===== config.mk =====
export PLATFORM = sky130hd
export DESIGN_NAME = seq_bit_serializer_flat
export DESIGN_NICKNAME = d
export VERILOG_FILES = /design/src/rtl/seq_bit_serializer_if.sv /design/src/rtl/seq_bit_serializer.sv /design/src/flat_wrapper.sv
export SDC_FILE = /design/constraint.sdc
export NUM_CORES = 1
export LEC_CHECK = 0
export ABC_AREA = 1
export BUFFER_PORTS_ARGS = -buffer_cell sky130_fd_sc_hd__buf_2
export CAP_MARGIN = 20
export CORE_MARGIN = 2
export CORE_UTILIZATION = 55
export CTS_BUF_LIST = sky130_fd_sc_hd__clkbuf_8
export DETAILED_ROUTE_END_ITERATION = 10
export PLACE_DENSITY = 0.85
export SYNTH_ARGS = -nofsm -noshare
export SYNTH_HDL_FRONTEND = slang
export SYNTH_SLANG_ARGS = --single-unit
export TNS_END_PERCENT = 10

===== constraint.sdc =====
create_clock -name clk -period 2.75 [get_ports clk]
set_input_delay 0 -clock clk [delete_from_list [all_inputs] [get_ports clk]]
set_output_delay 0 -clock clk [all_outputs]
set_load 0.01 [all_outputs]

===== src/rtl/seq_bit_serializer_if.sv =====
// -----------------------------------------------------------------------------
// seq_bit_serializer_if
//   Bundle of the parallel-word handshake and the serial output stream of
//   seq_bit_serializer.
//
//   Signals
//     din        WIDTH  parallel word offered by the feeder
//     din_valid  1      din holds a word
//     din_ready  1      serializer can take a word this cycle
//     ser_out    1      serial bit stream (drives the detector's in_d)
//     ser_valid  1      ser_out carries a data bit this cycle
//     word_start 1      ser_out carries the first bit of a word
//     busy       1      shifting, or holding register occupied
//
//   Modports
//     master : the word feeder (drives din/din_valid, observes everything else)
//     slave  : the serializer itself
// -----------------------------------------------------------------------------
`timescale 1ns/1ps

interface seq_bit_serializer_if #(
  parameter int WIDTH = 8
);
  logic [WIDTH-1:0] din;
  logic             din_valid;
  logic             din_ready;
  logic             ser_out;
  logic             ser_valid;
  logic             word_start;
  logic             busy;

  modport master (
    output din,
    output din_valid,
    input  din_ready,
    input  ser_out,
    input  ser_valid,
    input  word_start,
    input  busy
  );

  modport slave (
    input  din,
    input  din_valid,
    output din_ready,
    output ser_out,
    output ser_valid,
    output word_start,
    output busy
  );
endinterface


===== src/rtl/seq_bit_serializer.sv =====
// -----------------------------------------------------------------------------
// seq_bit_serializer
//   Upstream feeder for the serial sequence detector. Parallel words arrive on
//   a valid/ready handshake and are shifted out one bit per clock on ser_out.
//   A one-word holding register lets consecutive words stream with no idle bit
//   between them, so patterns spanning a word boundary remain visible to the
//   detector.
//
//   Parameters
//     WIDTH     bits per parallel word (>= 2)
//     MSB_FIRST 1: din[WIDTH-1] leaves first, 0: din[0] leaves first
//     IDLE_BIT  level on ser_out while no word is being shifted
//
//   Ports
//     clk  in   single clock, all state on the rising edge
//     rst  in   asynchronous, active-low reset
//     bus  slave side of seq_bit_serializer_if (handshake + serial stream)
//
//   Every output is a flop; next-state and next-output values are computed
//   together in one combinational block and captured in one sequential block,
//   so there is no input-to-output combinational path.
// -----------------------------------------------------------------------------
`timescale 1ns/1ps

module seq_bit_serializer #(
  parameter int WIDTH     = 8,
  parameter bit MSB_FIRST = 1'b1,
  parameter bit IDLE_BIT  = 1'b0
) (
  input  logic                 clk,
  input  logic                 rst,
  seq_bit_serializer_if.slave  bus
);

  // Bit counter: just wide enough to index a word, compared against the last
  // bit position so it never wraps on its own.
  localparam int              CW       = (WIDTH > 2) ? $clog2(WIDTH) : 1;
  localparam logic [CW-1:0]   LAST_CNT = CW'(WIDTH - 1);

  typedef enum logic {
    S_IDLE  = 1'b0,
    S_SHIFT = 1'b1
  } state_t;

  // ---------------------------------------------------------------------------
  // State and output registers
  // ---------------------------------------------------------------------------
  state_t           state_q,      state_d;
  logic [WIDTH-1:0] shreg_q,      shreg_d;
  logic [CW-1:0]    cnt_q,        cnt_d;
  logic [WIDTH-1:0] hold_q,       hold_d;
  logic             hold_full_q,  hold_full_d;

  logic             ser_out_q,    ser_out_d;
  logic             ser_valid_q,  ser_valid_d;
  logic             word_start_q, word_start_d;
  logic             busy_q,       busy_d;
  logic             din_ready_q,  din_ready_d;

  // ---------------------------------------------------------------------------
  // Word normalisation
  //   Both the shift register and the holding register store the word in
  //   transmission order, so the shifter always moves left and always emits
  //   bit WIDTH-1. For LSB-first operation the word is mirrored once on entry.
  // ---------------------------------------------------------------------------
  logic [WIDTH-1:0] din_norm;

  generate
    if (MSB_FIRST) begin : g_msb_first
      assign din_norm = bus.din;
    end else begin : g_lsb_first
      for (genvar gi = 0; gi < WIDTH; gi++) begin : g_mirror
        assign din_norm[gi] = bus.din[WIDTH-1-gi];
      end
    end
  endgenerate

  // A word moves across the interface only on an edge with valid && ready.
  logic xfer;
  assign xfer = bus.din_valid && din_ready_q;

  // ---------------------------------------------------------------------------
  // Next-state / next-output logic
  // ---------------------------------------------------------------------------
  always_comb begin
    state_d     = state_q;
    shreg_d     = shreg_q;
    cnt_d       = cnt_q;
    hold_d      = hold_q;
    hold_full_d = hold_full_q;

    case (state_q)
      S_IDLE: begin
        // Nothing in flight and the holding register is always empty here,
        // so an accepted word goes straight into the shifter.
        if (xfer) begin
          shreg_d = din_norm;
          cnt_d   = '0;
          state_d = S_SHIFT;
        end
      end

      S_SHIFT: begin
        if (cnt_q == LAST_CNT) begin
          // Last bit of the current word is on ser_out this cycle; decide
          // what follows it without leaving a gap when another word exists.
          cnt_d = '0;
          if (hold_full_q) begin
            shreg_d     = hold_q;
            hold_full_d = 1'b0;
          end else if (xfer) begin
            // Bypass: a word accepted exactly on the last-bit edge follows
            // immediately instead of passing through the holding register.
            shreg_d = din_norm;
          end else begin
            shreg_d = '0;
            state_d = S_IDLE;
          end
        end else begin
          shreg_d = {shreg_q[WIDTH-2:0], 1'b0};
          cnt_d   = cnt_q + CW'(1);
          // din_ready is low whenever the holding register is full, so this
          // can never overwrite a waiting word.
          if (xfer) begin
            hold_d      = din_norm;
            hold_full_d = 1'b1;
          end
        end
      end

      default: begin
        state_d = S_IDLE;
      end
    endcase

    // Outputs describe the cycle that follows the edge, so they are derived
    // from the next-state values and then registered.
    ser_valid_d  = (state_d == S_SHIFT);
    word_start_d = (state_d == S_SHIFT) && (cnt_d == '0);
    ser_out_d    = (state_d == S_SHIFT) ? shreg_d[WIDTH-1] : IDLE_BIT;
    busy_d       = (state_d == S_SHIFT) || hold_full_d;
    din_ready_d  = !hold_full_d;
  end

  // ---------------------------------------------------------------------------
  // State registers. Reset discards any partial word and any held word.
  // ---------------------------------------------------------------------------
  always_ff @(posedge clk or negedge rst) begin
    if (!rst) begin
      state_q      <= S_IDLE;
      shreg_q      <= '0;
      cnt_q        <= '0;
      hold_q       <= '0;
      hold_full_q  <= 1'b0;
      ser_out_q    <= IDLE_BIT;
      ser_valid_q  <= 1'b0;
      word_start_q <= 1'b0;
      busy_q       <= 1'b0;
      din_ready_q  <= 1'b1;
    end else begin
      state_q      <= state_d;
      shreg_q      <= shreg_d;
      cnt_q        <= cnt_d;
      hold_q       <= hold_d;
      hold_full_q  <= hold_full_d;
      ser_out_q    <= ser_out_d;
      ser_valid_q  <= ser_valid_d;
      word_start_q <= word_start_d;
      busy_q       <= busy_d;
      din_ready_q  <= din_ready_d;
    end
  end

  assign bus.ser_out    = ser_out_q;
  assign bus.ser_valid  = ser_valid_q;
  assign bus.word_start = word_start_q;
  assign bus.busy       = busy_q;
  assign bus.din_ready  = din_ready_q;

endmodule


===== src/flat_wrapper.sv =====
// flat-port wrapper written by rule: the top's interface ports become plain ports
module seq_bit_serializer_flat 
#(
  parameter int WIDTH     = 8,
  parameter bit MSB_FIRST = 1'b1,
  parameter bit IDLE_BIT  = 1'b0
)
  (clk, rst, bus_din, bus_din_valid, bus_din_ready, bus_ser_out, bus_ser_valid, bus_word_start, bus_busy);
  seq_bit_serializer_if #(.WIDTH(WIDTH)) bus_i ();
  input  logic clk;
  input  logic rst;
  input wire logic [$bits(bus_i.din)-1:0] bus_din;
  input wire logic [$bits(bus_i.din_valid)-1:0] bus_din_valid;
  output wire logic [$bits(bus_i.din_ready)-1:0] bus_din_ready;
  output wire logic [$bits(bus_i.ser_out)-1:0] bus_ser_out;
  output wire logic [$bits(bus_i.ser_valid)-1:0] bus_ser_valid;
  output wire logic [$bits(bus_i.word_start)-1:0] bus_word_start;
  output wire logic [$bits(bus_i.busy)-1:0] bus_busy;
  assign bus_i.din = bus_din;
  assign bus_i.din_valid = bus_din_valid;
  assign bus_din_ready = bus_i.din_ready;
  assign bus_ser_out = bus_i.ser_out;
  assign bus_ser_valid = bus_i.ser_valid;
  assign bus_word_start = bus_i.word_start;
  assign bus_busy = bus_i.busy;
  seq_bit_serializer #(.WIDTH(WIDTH), .MSB_FIRST(MSB_FIRST), .IDLE_BIT(IDLE_BIT)) u_core (.clk(clk), .rst(rst), .bus(bus_i));
endmodule

==> results of run 1 <==
logic make-up after synthesis:
family | count (synthesis)
and+or+nand+nor | 73
buffers and inverters | 16
DFF | 25
AOI/OAI and AO/OA | 13
adders and majority gates | 2
sequential cells by signal, indices dropped and copies added, names as in the netlist:
| name | cells |
|---|---|
| u_core.bus.word_start | 1 |
| u_core.bus.ser_out | 1 |
| u_core.hold_q | 8 |
| u_core.cnt_q | 3 |
| u_core.bus.busy | 1 |
| u_core.shreg_q | 8 |
| u_core.bus.din_ready | 1 |
| u_core.hold_full_q | 1 |
| u_core.state_q | 1 |
per-layer routing:
metal / up-vias / share of wire [%] / GRT usage [%] / routed length [um]
li1: 460 / - / - / -
met3: 8 / 4.7 / 3.681 / 110
met4: 0 / 3.0 / 11.11 / 72
met1: 450 / 46 / 29.71 / 1084
met2: 36 / 46 / 35.59 / 1097
met5: - / 0 / 0 / 0
cell usage after synthesis, types with 3 or more instances:
cell type and instances:
a22oi_1 4, inv_1 12, nand4_1 3, nand2_1 52
a21oi_1 3, o21ai_0 3, dfrtp_1 24, nand3_1 9
nor2_1 5
through the flow:
stage / utilization, % / cells / area [um2]
global route: 69.20 / 181 / 1344
floorplan: - / 129 / 1132
global placement: 62.76 / 169 / 1219
finish: 69.20 / 181 / 1344
CTS: 69.20 / 181 / 1344
detailed placement: 62.76 / 169 / 1219
tightest hold or removal path, stage by stage:
cell,delay [ns]
buf_2,0.09
nand3_1,0.11
o22ai_1,0.09
worst max-delay path by stage:
stage,start,endpoint,slack [ns],cells after the start
2_1_floorplan,u_core.cnt_q[0],u_core.hold_q[0],1.31,7
3_3_place_gp,u_core.cnt_q[0],u_core.hold_q[1],1.04,8
3_5_place_dp,u_core.cnt_q[0],u_core.hold_q[2],0.96,8
4_1_cts,u_core.cnt_q[0],u_core.hold_q[2],0.94,8
5_1_grt,u_core.cnt_q[0],u_core.hold_q[2],0.80,8
6_report,u_core.cnt_q[0],u_core.hold_q[2],0.94,8
area by class of cell:
type / instances / share of cell area, %
well taps: 27 / 2.514
repair buffers: 23 / 11.55
multi-input cells: 88 / 32.03
flip-flops and latches: 25 / 46.65
clock inverters: 1 / 0.2793
inverters: 14 / 3.911
clock buffers: 3 / 3.073
repair_timing:
item	4_1_cts	5_1_grt
endpoints found under the setup margin	0	0
hold endpoints to repair	37	0
hold buffers	8	0
buffers inserted	0	0
power by group through the flow:
| stage | logic, mW | registers, mW | clock network, mW |
|---|---|---|---|
| 5_1_grt | 0.559 | 0.632 | 0.231 |
| 2_1_floorplan | 0.368 | 0.601 | 0 |
| 4_1_cts | 0.486 | 0.615 | 0.215 |
| 3_3_place_gp | 0.452 | 0.613 | 0 |
| 6_report | 0.485 | 0.620 | 0.212 |
| 3_5_place_dp | 0.475 | 0.620 | 0 |
==> impl_metrics.tcl, run 1 <==
set metrics [dict create \
    min-delay-path-class "in -> reg" \
    powerDensity_mw_per_mm2 979.9 \
    area_occupied_by_multi_input_gates_um2 430.4 \
    drive_gt1_share_pct 16.88 \
    synthTopCellsByArea "dfrtp_1, nand2_1, nand3_1, inv_1, a22oi_1" \
    starting_density_of_the_core_pct 58.31 \
    power.share.combinational_pct 36.8 \
    critPathSlowestCell "dfrtp_1" \
    outcome "completed" \
    fin_crit_ns 1.808 \
    vias_per_cell 5.271 \
    fin_skew_ns 0.006383 \
    via_count_of_the_first_global_routing_pass 896 \
    post_synth_xor_area_fraction_pct 0 \
    tritoncts_clock_tree "done" \
    worst_ir_drop_vdd_uv 668.2 \
    path_cells "ha_1 > ha_1 > nor2_4 > inv_2 > nor2_4 > inv_1 > nand2_1 > nand2_1" \
    cts_buffer_depth 2 \
    yosysWarnings 0 \
    hold-path-cell-count 3 \
    hold_start "bus_din[0]" \
    portion_of_total_power_attributed_to_the_clock_network_pct 16.1 \
    synthDominantCellAreaShare_pct 53.04 \
    slew_viol_final 0 \
    detailedRoute.firstPassIterationCount 4 \
    cts.sinks 25 \
    synth-seq-area-share_pct 55.36 \
    synth_fa_ha_area_share_pct 2.210 \
    die-area_mm2 0.002438 \
    cpLargestDelayFamily "simple AND/OR/NAND/NOR gates" \
    number_of_enable_flip_flop_cells_after_synthesis 0 \
    startpoint_type "flop" \
    most_common_cell_after_layout_fill_and_taps_aside "nand2_1" \
    cts_root_buf "clkbuf_8" \
    achievable-frequency_mhz 553.2 \
    die_width_um 49.38 \
    avgSynthCellArea_um2 8.778 \
    global_route.usage.total_pct 22.36 \
    detail_route.wl_per_cell_um 13.07 \
    intPower_uw 802.5 \
    worst_hold_slack_ns 0.07786 \
    area_growth_syn_to_layout_pct 18.67 \
    reg2reg_to "u_core.hold_q[2]" \
    clkTransAtPathRegs_ns 0.09 \
    grt_max_degree 26 \
    timing_worst_slew_pin_value_ns 0.5287 \
    chipHeight_um 49.38 \
    num_rows 16 \
    detailedPlace.worstSlack_ns 0.9593 \
    setup_total_negative_slack_ns 0 \
    path_max_fanout 11 \
    worstHoldEndpoint "u_core.hold_q[0]" \
    global_route.overflow_total 0 \
    postSynth.topFlopCell "dfrtp_1" \
    synth-simple-area-share_pct 27.73 \
    netlist.top_cell.by_area "dfrtp_1" \
    clock_tree.htree_level_count 1 \
    post_cts.resized_instances 0 \
    timing.max_cap.violations 0 \
    final-hold-violation-count 0 \
    syn_inst 129 \
    post_layout_nets 168 \
    i_o_pins 16 \
    area_of_the_core_region_mm2 0.001942 \
    clock_insertion_delay_worst_skew_ns 0.27 \
    cellLeakagePower_nw 0.7168 \
    wire_length_of_the_first_global_routing_pass_um 4008 \
    ant_nets 0 \
    drc 0 \
    synth.net_count 142 \
    muxShareOfSynthArea_pct 0 \
    r2r_path_start "u_core.cnt_q[0]" \
    ff2ff_setup_slack_ns 0.94 \
    num-fill-cells 157 \
    timing.reg2reg.worst_path_depth 8 \
    timing.setup.critical_path_class "reg -> reg" \
    ys_types 19 \
    finalSetupViolations 0 \
    worst_setup_slack_after_layout_ns 0.9423 \
    design_power_total_mw 1.317 \
    fraction_of_power_spent_switching_nets_pct 39.06 \
    numCtsBuffers 3 \
    combinational_family_with_the_most_area_after_synthesis "simple AND/OR/NAND/NOR gates" \
    critical_path_arrival_ns 1.97 \
    antenna_cells_inserted 0 \
    synth.ff_latch_count 25 \
    place_congestion 0.8250 \
    buffer_ports.inserted 15 \
    asyncSetResetFlopFracSynth_pct 100.0 \
    rsz0062_at_grt "no" \
    dp_hpwl_um 1633 \
    layout.cells.most_common_list "nand2_1, dfrtp_1, buf_2" \
    worst_path_largest_cell_delay_ns 0.40 \
    compound_cell_area_share_of_the_yosys_netlist_pct 8.066 \
    finalCritPeriodShare_pct 65.73 \
    syn_area_mm2 0.001132 \
    max_slew_margin_pct 64.75 \
    num_vias 954 \
    timing.critical_path.required_ns 2.91 \
    totalWireLength_um 2365 \
    power_switching_uw 514.3 \
    detailedRoute.firstIterationViolations 41 \
    timing.critical_path.to_type "flop" \
    critical_path_buf_inv_count 2 \
    sequential_cell_area_um2 626.9 \
    power.share.sequential_pct 47.1 \
    initial_antenna_violation_count 0 \
]
No activity file was read; power rests on OpenSTA's default activity.
==> run 2: changes to the inputs <==
==> constraint.sdc (replaced) <==
create_clock -name clk -period 1.7 [get_ports clk]
set_input_delay 0 -clock clk [delete_from_list [all_inputs] [get_ports clk]]
set_output_delay 0 -clock clk [all_outputs]
set_load 0.01 [all_outputs]
==> run 2 against run 1 <==
Flip-flop and latch count unchanged; wire length rose by 1.4%; critical path depth unchanged; cell area increased by 2.5%; worst hold slack got worse by 0.016 ns; critical path type unchanged; critical endpoint is now u_core.hold_q[4]; largest power group unchanged.
==> impl_metrics.tcl, run 2 (synthesis gave the netlist of run 1 again) <==
set metrics [dict create \
    hold-path-cell-count 3 \
    ant_nets 0 \
    antenna_cells_inserted 0 \
    global_route.overflow_total 0 \
    timing_worst_slew_pin_value_ns 0.5384 \
    dp_hpwl_um 1722 \
    max_slew_margin_pct 64.11 \
    achievable-frequency_mhz 624.7 \
    finish.instance_area_mm2 0.001378 \
    totalWireLength_um 2399 \
    grt_max_degree 26 \
    clkTransAtPathRegs_ns 0.09 \
    finalCritPeriodShare_pct 94.17 \
    cts_buffer_depth 2 \
    global_route.usage.total_pct 21.58 \
    fin_skew_ns 0.003919 \
    setup_total_negative_slack_ns 0 \
    timing.critical_path.to_type "flop" \
    clock_insertion_delay_worst_skew_ns 0.27 \
    sequential_cell_area_um2 626.9 \
    slew_viol_final 0 \
    timing.setup.critical_path_class "reg -> reg" \
    tritoncts_clock_tree "done" \
    outcome "completed" \
    design_power_total_mw 2.193 \
    powerDensity_mw_per_mm2 1592 \
    area_of_the_core_region_mm2 0.001942 \
    vias_per_cell 5.324 \
    detail_route.wl_per_cell_um 12.97 \
    cellLeakagePower_nw 0.7355 \
    critical_path_arrival_ns 1.77 \
    detailedPlace.worstSlack_ns 0.1184 \
    timing.critical_path.to "u_core.hold_q[4]" \
    core_occupancy_in_the_finished_layout_pct 70.94 \
    num-fill-cells 143 \
    i_o_pins 16 \
    cts.sinks 25 \
    chipHeight_um 49.38 \
    rsz0062_at_grt "no" \
    buffer_ports.inserted 15 \
    initial_antenna_violation_count 0 \
    drive_gt1_share_pct 20.25 \
    place_congestion 0.8693 \
    post_layout_nets 172 \
    startpoint_type "flop" \
    final-hold-violation-count 0 \
    fin_crit_ns 1.601 \
    reg2reg_to "u_core.hold_q[4]" \
    die-area_mm2 0.002438 \
    detailedRoute.firstIterationViolations 31 \
    layout.cells.most_common_list "nand2_1, dfrtp_1, buf_2" \
    num_vias 985 \
    crit_path_start "u_core.cnt_q[0]" \
    finalNonFillerCells 185 \
    detailedRoute.firstPassIterationCount 4 \
    clock_tree.htree_level_count 1 \
    path_max_fanout 6 \
    timing.reg2reg.worst_path_depth 8 \
    drc 0 \
    postPlaceCellArea_mm2 0.001249 \
    r2r_path_start "u_core.cnt_q[0]" \
    via_count_of_the_first_global_routing_pass 895 \
    ff2ff_setup_slack_ns 0.1 \
    starting_density_of_the_core_pct 58.31 \
    worst_ir_drop_vdd_uv 1146 \
    timing.max_cap.violations 0 \
    most_common_cell_after_layout_fill_and_taps_aside "nand2_1" \
    finalSetupViolations 0 \
    timing.critical_path.required_ns 1.87 \
    wire_length_of_the_first_global_routing_pass_um 3933 \
    number_of_cells_in_the_design_after_placement 173 \
    area_growth_syn_to_layout_pct 21.66 \
    num_rows 16 \
    post-cts-setup-buffers 0 \
    layout_top_registers "u_core.hold_q: 8 flops, u_core.shreg_q: 8 flops, u_core.cnt_q: 3 flops" \
    min-delay-path-class "in -> reg" \
    worst_hold_slack_ns 0.06225 \
    cts_root_buf "clkbuf_8" \
    numCtsBuffers 3 \
    die_width_um 49.38 \
    worst_setup_slack_after_layout_ns 0.09914 \
    area_occupied_by_multi_input_gates_um2 432.9 \
]
==> run 2: changes by cell type in the layout (fill, tap and decap cells not counted), sizes merged <==
cell / delta
buf: +4
inv: -1
clkinv: +1
==> run 2: report_power, final <==
group	leakage, nW	total [mW]	internal [mW]	switching [mW]
Sequential	0.309	0.994	0.841	0.154
Clock	0.0255	0.355	0.164	0.191
Combinational	0.401	0.845	0.331	0.514
Total	0.735	2.19	1.34	0.858
==> run 2: layout make-up <==
cell class	count	share of cell area (%)
clock inverters	1	0.3633
multi-input cells	88	31.43
repair buffers	27	13.44
inverters	14	3.815
clock buffers	3	2.997
well taps	27	2.452
flip-flops and latches	25	45.50
==> run 2: worst min path at each step <==
stage / startpoint / to / slack (ns)
6_report: bus_din[0] / u_core.hold_q[0] / 0.06
5_1_grt: bus_din[0] / u_core.hold_q[0] / 0.08
4_1_cts: bus_din[0] / u_core.hold_q[0] / 0.06
3_5_place_dp: rst / u_core.bus.busy / 0.02
3_3_place_gp: rst / u_core.bus.busy / 0.006
2_1_floorplan: rst / u_core.bus.busy / -0.30
==> run 2: routing by layer <==
metal	GRT usage, %	wire [um]
met1	28.78	1081
met2	35.14	1173
met3	5.521	123
met4	6.019	21
met5	0	0
==> run 2: timing repair <==
action                     CTS  global route
hold buffers                 8             0
resized for setup            0             1
hold endpoints to repair    37             0
setup endpoints to repair    0             6
==> run 2: critical path, cell delays in order (launching register included) <==
cell	delay, ns
dfrtp_1	0.41
ha_1	0.22
ha_1	0.26
nor2_4	0.19
inv_2	0.07
nor2_4	0.10
inv_1	0.11
nand2_1	0.09
nand2_1	0.05
